**src/rtl/cache_fill_fsm_pkg.sv**
```systemverilog
// Shared definitions for the cache block fill controller.
//   - fill_state_e      : controller states (IDLE, FILL)
//   - WORDS_PER_BLOCK   : 16-bit words per cache block
//   - OFFSET_W          : width of the word offset within a block
//   - CNT_W             : width of the request/receive counters (one extra bit so
//                         a counter can sit at WORDS_PER_BLOCK without wrapping)
//   - BLOCK_OFFSET_MASK : byte-offset bits cleared to form the block base address
package cache_fill_fsm_pkg;

    localparam int WORDS_PER_BLOCK = 8;
    localparam int OFFSET_W        = 3;
    localparam int CNT_W           = 4;

    localparam logic [15:0] BLOCK_OFFSET_MASK = 16'h000F;

    typedef enum logic [0:0] {
        ST_IDLE = 1'b0,
        ST_FILL = 1'b1
    } fill_state_e;

endpackage

```
**src/rtl/cache_fill_fsm_word_counter.sv**
```systemverilog
// Saturating word counter used for both outstanding requests and received words.
// Ports:
//   clk, rst_n : clock, asynchronous active-low reset
//   i_clr      : synchronous clear (wins over enable)
//   i_en       : count up by one; ignored once the terminal count is reached
//   o_cnt      : current count
//   o_term     : count has reached TERM
module fill_word_counter #(
    parameter int               CNT_W = 4,
    parameter logic [CNT_W-1:0] TERM  = CNT_W'(8)
) (
    input  logic             clk,
    input  logic             rst_n,
    input  logic             i_clr,
    input  logic             i_en,
    output logic [CNT_W-1:0] o_cnt,
    output logic             o_term
);

    logic [CNT_W-1:0] r_cnt;

    always_ff @(posedge clk or negedge rst_n) begin
        if (!rst_n) begin
            r_cnt <= '0;
        end else if (i_clr) begin
            r_cnt <= '0;
        end else if (i_en && !o_term) begin
            r_cnt <= r_cnt + 1'b1;
        end
    end

    assign o_cnt  = r_cnt;
    assign o_term = (r_cnt == TERM);

endmodule

```
**src/rtl/cache_fill_fsm.sv**
```systemverilog
// Cache block fill controller. On a miss it issues one read request per word of
// the block (back-to-back), then writes each returned word into the data array
// in arrival order and pulses the tag write together with the last word.
// Ports:
//   clk, rst_n          : clock, asynchronous active-low reset
//   miss_detected       : cache miss this cycle (only accepted in IDLE)
//   miss_address        : byte address of the missing access
//   memory_data_valid   : memory returns a word this cycle
//   memory_data         : returned word
//   fsm_busy            : fill in progress (CPU stall)
//   mem_req             : read request to memory this cycle
//   memory_address      : byte address of the current request
//   write_data_array    : write fill_data into the data array this cycle
//   data_array_word     : word offset being written
//   fill_data           : word being written (pass-through of memory_data)
//   write_tag_array     : one-cycle tag/valid write for the filled block
//
// state | meaning
// ------+------------------------------------------------------------
// IDLE  | waiting for a miss; memory responses are ignored
// FILL  | issuing requests and collecting words; leaves on the last word
module cache_fill_fsm
#(
    parameter int WORDS_PER_BLOCK = cache_fill_fsm_pkg::WORDS_PER_BLOCK,
    parameter int ADDR_W          = 16
) (
    input  logic                                   clk,
    input  logic                                   rst_n,
    input  logic                                   miss_detected,
    input  logic [ADDR_W-1:0]                      miss_address,
    input  logic                                   memory_data_valid,
    input  logic [15:0]                            memory_data,
    output logic                                   fsm_busy,
    output logic                                   mem_req,
    output logic [ADDR_W-1:0]                      memory_address,
    output logic                                   write_data_array,
    output logic [cache_fill_fsm_pkg::OFFSET_W-1:0] data_array_word,
    output logic [15:0]                            fill_data,
    output logic                                   write_tag_array
);

    import cache_fill_fsm_pkg::*;

    fill_state_e      r_state;
    fill_state_e      w_state_nxt;
    logic [ADDR_W-1:0] r_base;
    logic [CNT_W-1:0]  w_req_cnt;
    logic [CNT_W-1:0]  w_rcv_cnt;
    logic              w_req_term;
    logic              w_rcv_term;
    logic              w_fill;
    logic              w_start;
    logic              w_req;
    logic              w_wr;
    logic              w_last;

    assign w_fill  = (r_state == ST_FILL);
    assign w_start = (r_state == ST_IDLE) && miss_detected;
    assign w_req   = w_fill && !w_req_term;
    // The receive terminal can never be reached while in FILL (the last word
    // returns to IDLE); gating on it just keeps a stray word from overrunning.
    assign w_wr    = w_fill && memory_data_valid && !w_rcv_term;
    assign w_last  = w_wr && (w_rcv_cnt == CNT_W'(WORDS_PER_BLOCK - 1));

    fill_word_counter #(
        .CNT_W (CNT_W),
        .TERM  (CNT_W'(WORDS_PER_BLOCK))
    ) u_req_cnt (
        .clk    (clk),
        .rst_n  (rst_n),
        .i_clr  (w_start),
        .i_en   (w_req),
        .o_cnt  (w_req_cnt),
        .o_term (w_req_term)
    );

    fill_word_counter #(
        .CNT_W (CNT_W),
        .TERM  (CNT_W'(WORDS_PER_BLOCK))
    ) u_rcv_cnt (
        .clk    (clk),
        .rst_n  (rst_n),
        .i_clr  (w_start),
        .i_en   (w_wr),
        .o_cnt  (w_rcv_cnt),
        .o_term (w_rcv_term)
    );

    always_comb begin
        w_state_nxt = r_state;
        if (r_state == ST_IDLE) begin
            if (miss_detected) begin
                w_state_nxt = ST_FILL;
            end
        end else if (w_last) begin
            w_state_nxt = ST_IDLE;
        end
    end

    always_ff @(posedge clk or negedge rst_n) begin
        if (!rst_n) begin
            r_state <= ST_IDLE;
            r_base  <= '0;
        end else begin
            r_state <= w_state_nxt;
            if (w_start) begin
                r_base <= miss_address & ~ADDR_W'(BLOCK_OFFSET_MASK);
            end
        end
    end

    // Address is forced to zero outside request cycles so nothing stale is
    // presented to memory; within a request req_cnt < WORDS_PER_BLOCK, so the
    // sum never leaves the block.
    assign fsm_busy         = w_fill;
    assign mem_req          = w_req;
    assign memory_address   = w_req ? (r_base + ADDR_W'({w_req_cnt, 1'b0})) : '0;
    assign write_data_array = w_wr;
    assign data_array_word  = w_wr ? w_rcv_cnt[OFFSET_W-1:0] : '0;
    assign fill_data        = w_wr ? memory_data : '0;
    assign write_tag_array  = w_last;

endmodule

```
**config.mk**
```make
export PLATFORM = sky130hd
export DESIGN_NAME = cache_fill_fsm
export DESIGN_NICKNAME = d
export VERILOG_FILES = /design/src/rtl/cache_fill_fsm_pkg.sv /design/src/rtl/cache_fill_fsm_word_counter.sv /design/src/rtl/cache_fill_fsm.sv
export SDC_FILE = /design/constraint.sdc
export NUM_CORES = 1
export LEC_CHECK = 0
export CORE_UTILIZATION = 35
export DETAILED_ROUTE_END_ITERATION = 16
export PLACE_DENSITY = 0.8
export SLEW_MARGIN = 15
export SYNTH_ARGS = -nofsm -noshare
export SYNTH_HDL_FRONTEND = slang
export SYNTH_SLANG_ARGS = --single-unit
```
**constraint.sdc**
```tcl
create_clock -name clk -period 1.5 [get_ports clk]
set_input_delay 0.225 -clock clk [delete_from_list [all_inputs] [get_ports clk]]
set_output_delay 0.225 -clock clk [all_outputs]
set_load 0.005 [all_outputs]
```
==> impl_metrics.json <==
{
  "wirelength_microns": 6652,
  "drv_cap": 0,
  "multiInputGateArea_sq_mm": 0.001107,
  "synth_top_cell_by_area": "dfrtp_1",
  "ys_warn_count": 0,
  "min_period_ps": 2045,
  "fin_skew_ps": 1.401,
  "synthTopCellsByCount": "dfrtp_1 (21), and3_1 (17), a21oi_1 (11), inv_1 (11)",
  "synth_top_area_frac": 0.3760,
  "cts-root-buf": "clkbuf_8",
  "nets": 337,
  "synth_edf_count": 0,
  "dieHeight_microns": 65.19,
  "startpoint_type": "register",
  "status": "finished with violations",
  "fp-row-count": 22,
  "cts_buffers": 3,
  "drc": 0,
  "grt_pass1_wl_microns": 8687,
  "grt_use_total": 0.2675,
  "crit_required_ps": 1270,
  "layout_setup_ws_ps": -544.6,
  "core_sq_mm": 0.003744,
  "dieArea_sq_mm": 0.004250,
  "port_buffers": 69,
  "n_antenna_cell": 0,
  "gp_congestion": 0.8330,
  "powerDensity_mw_per_mm2": 1771,
  "fin_crit_sh": 1.363,
  "postPlaceCellArea_sq_mm": 0.002539,
  "critPathCaptureType": "output pin",
  "synth.area.top_cells": "dfrtp_1 (38%), and3_1 (7.6%), mux2_2 (7.3%), ha_1 (5.4%), a21oi_1 (3.9%)",
  "setup_violations": 38,
  "ys_types": 32,
  "ir_worst_vdd_uv": 1065,
  "grt_max_degree": 22,
  "crit_type": "register to output pin",
  "ys_ff_latch": 21,
  "drive_above_1_share": 0.6122,
  "syn_area_sq_mm": 0.001398,
  "clock_path_buffers": 2,
  "leakagePower_uw": 0.001378,
  "rsz0062_at_grt": "yes",
  "antenna_found_initial": 0,
  "clk_pin_slew_ps": 80,
  "first_global_vias": 1834,
  "maxSlewViolCount": 0,
  "postRouteAntennaNets": 0,
  "clock.fmax_ghz": 0.4891,
  "cts_sinks": 21,
  "yosysMostFrequentCell": "dfrtp_1",
  "overflow": 0,
  "area_growth_pct": 117.5,
  "avgSynthCellArea_sq_um": 8.902,
  "r2r_cells": 7,
  "cp_max_fo": 6,
  "design_area_sq_mm": 0.003039,
  "syn_inst": 157,
  "initial_utilization": 0.3733,
  "ctsHtreeMaxLevel": 1,
  "tns_ps": -9577,
  "syn-num-nets": 199,
  "die_x_microns": 65.19,
  "worstSkewPairLatency_ps": 260,
  "first_pass_iters": 5,
  "seq_area_sq_um": 529.3,
  "yosysSeqAreaShare": 0.3760,
  "dpl.hpwl_microns": 3176,
  "ys.flop_type": "dfrtp_1",
  "fillers": 219,
  "wl_per_cell_microns": 19.45,
  "tritoncts": "done",
  "worst_hold_path_type": "primary input to asynchronous set/reset pin",
  "arrival_ps": 1820,
  "violations": "negative setup slack",
  "via_per_inst": 5.570,
  "via_count": 1905,
  "async_reset_ff_frac": 1.000,
  "cts_hold_buf": 0,
  "drt_iter0_drc": 85,
  "finalHoldViolations": 0,
  "io-pin-count": 75
}
repair_timing:
action / CTS / global route
setup endpoints to repair: 37 / 40
resized for setup: 213 / 31
buffers inserted: 19 / 12
cloned: 1 / 0
pin swaps: 36 / 15
cell usage in the layout, fill, tap and decap left out, types with 4 or more instances in the layout:
cell             netlist  routed
a21oi_1               11       5
a21oi_2                0       6
and3_4                 0      17
buf_2                  2      15
buf_4                  1      54
buf_6                  0      33
clkdlybuf4s50_1        0      30
dfrtp_1               21      18
dlygate4sd2_1          0       4
ha_4                   0       5
inv_1                 11       6
inv_2                  0       4
mux2_2                 9       9
nand2_1               10       6
nand3_1                7       5
nor2_1                10       8
o21ai_0               10       8
per-layer routing:
metal | GRT usage | wire, microns | share of wire | vias up
li1 | - | - | - | 838
met1 | 0.3105 | 2623 | 0.39 | 964
met2 | 0.5064 | 3536 | 0.53 | 79
met3 | 0.02257 | 224 | 0.034 | 24
met4 | 0.09239 | 267 | 0.040 | 0
met5 | 0 | 0 | 0 | -
worst max-delay path, stage by stage (launching register included):
cell and delay, ps:
dfrtp_2 420, buf_6 120, ha_4 140, nand4_4 130, buf_4 190, o31ai_1 320, a21oi_2 100, buf_2 140
registers in the layout (all words and copies together) (netlist names):
name / count
r_base: 12
u_rcv_cnt.o_cnt: 4
u_req_cnt.o_cnt: 4
fsm_busy: 1
final cells by class:
cell class | instances | share of cell area
clock buffers | 3 | 0.01359
clock inverters | 1 | 0.001647
inverters | 11 | 0.01441
multi-input cells | 117 | 0.3643
flip-flops and latches | 21 | 0.1741
well taps | 48 | 0.01976
repair buffers | 141 | 0.4121
power by group:
part | internal [uW] | total, uW | switching, uW
sequential | 849 | 1210 | 363
combinational | 2150 | 3780 | 1640
clock | 185 | 386 | 201
total | 3180 | 5380 | 2200
metrics by stage:
| step | hold slack (ps) | utilization | total power (uW) | instances | setup slack (ps) |
|---|---|---|---|---|---|
| final | 335.0 | 0.8118 | 5381 | 342 | -544.6 |
| after global routing | 346.2 | 0.8118 | 5649 | 342 | -613.1 |
| after CTS | 310.5 | 0.7764 | 4900 | 336 | -486.7 |
| after detailed placement | 572.1 | 0.6781 | 4044 | 313 | -641.2 |
| after global placement | 564.1 | 0.6781 | 3933 | 313 | -615.3 |
| after floorplan | -70.59 | - | 2242 | 157 | -95.70 |
final timing paths:
kind | slack [ps] | start | endpoint
min reg2reg | 610 | r_base[14] | r_base[14]
max in group asynchronous | 930 | rst_n | fsm_busy
min | 340 | rst_n | r_base[6]
max | -540 | u_req_cnt.o_cnt[3] | memory_address[12]
min in group clk | 510 | miss_address[8] | r_base[8]
max reg2reg | -70 | u_rcv_cnt.o_cnt[1] | u_rcv_cnt.o_cnt[0]
logic make-up (layout without fill, tap and decap cells):
logic type,count (synthesis),in the layout,synth area share
buffers and inverters,19,156,0.05551
flip-flops,21,21,0.3760
AND/OR/NAND/NOR,65,65,0.2757
multiplexers,9,9,0.07252
other,1,1,0.002683
AO/OA/AOI/OAI,31,31,0.1325
adder cells (fa/ha/maj),6,6,0.05371
XOR/XNOR,5,5,0.03134
Note: power is estimated with default switching activity, not from simulation.
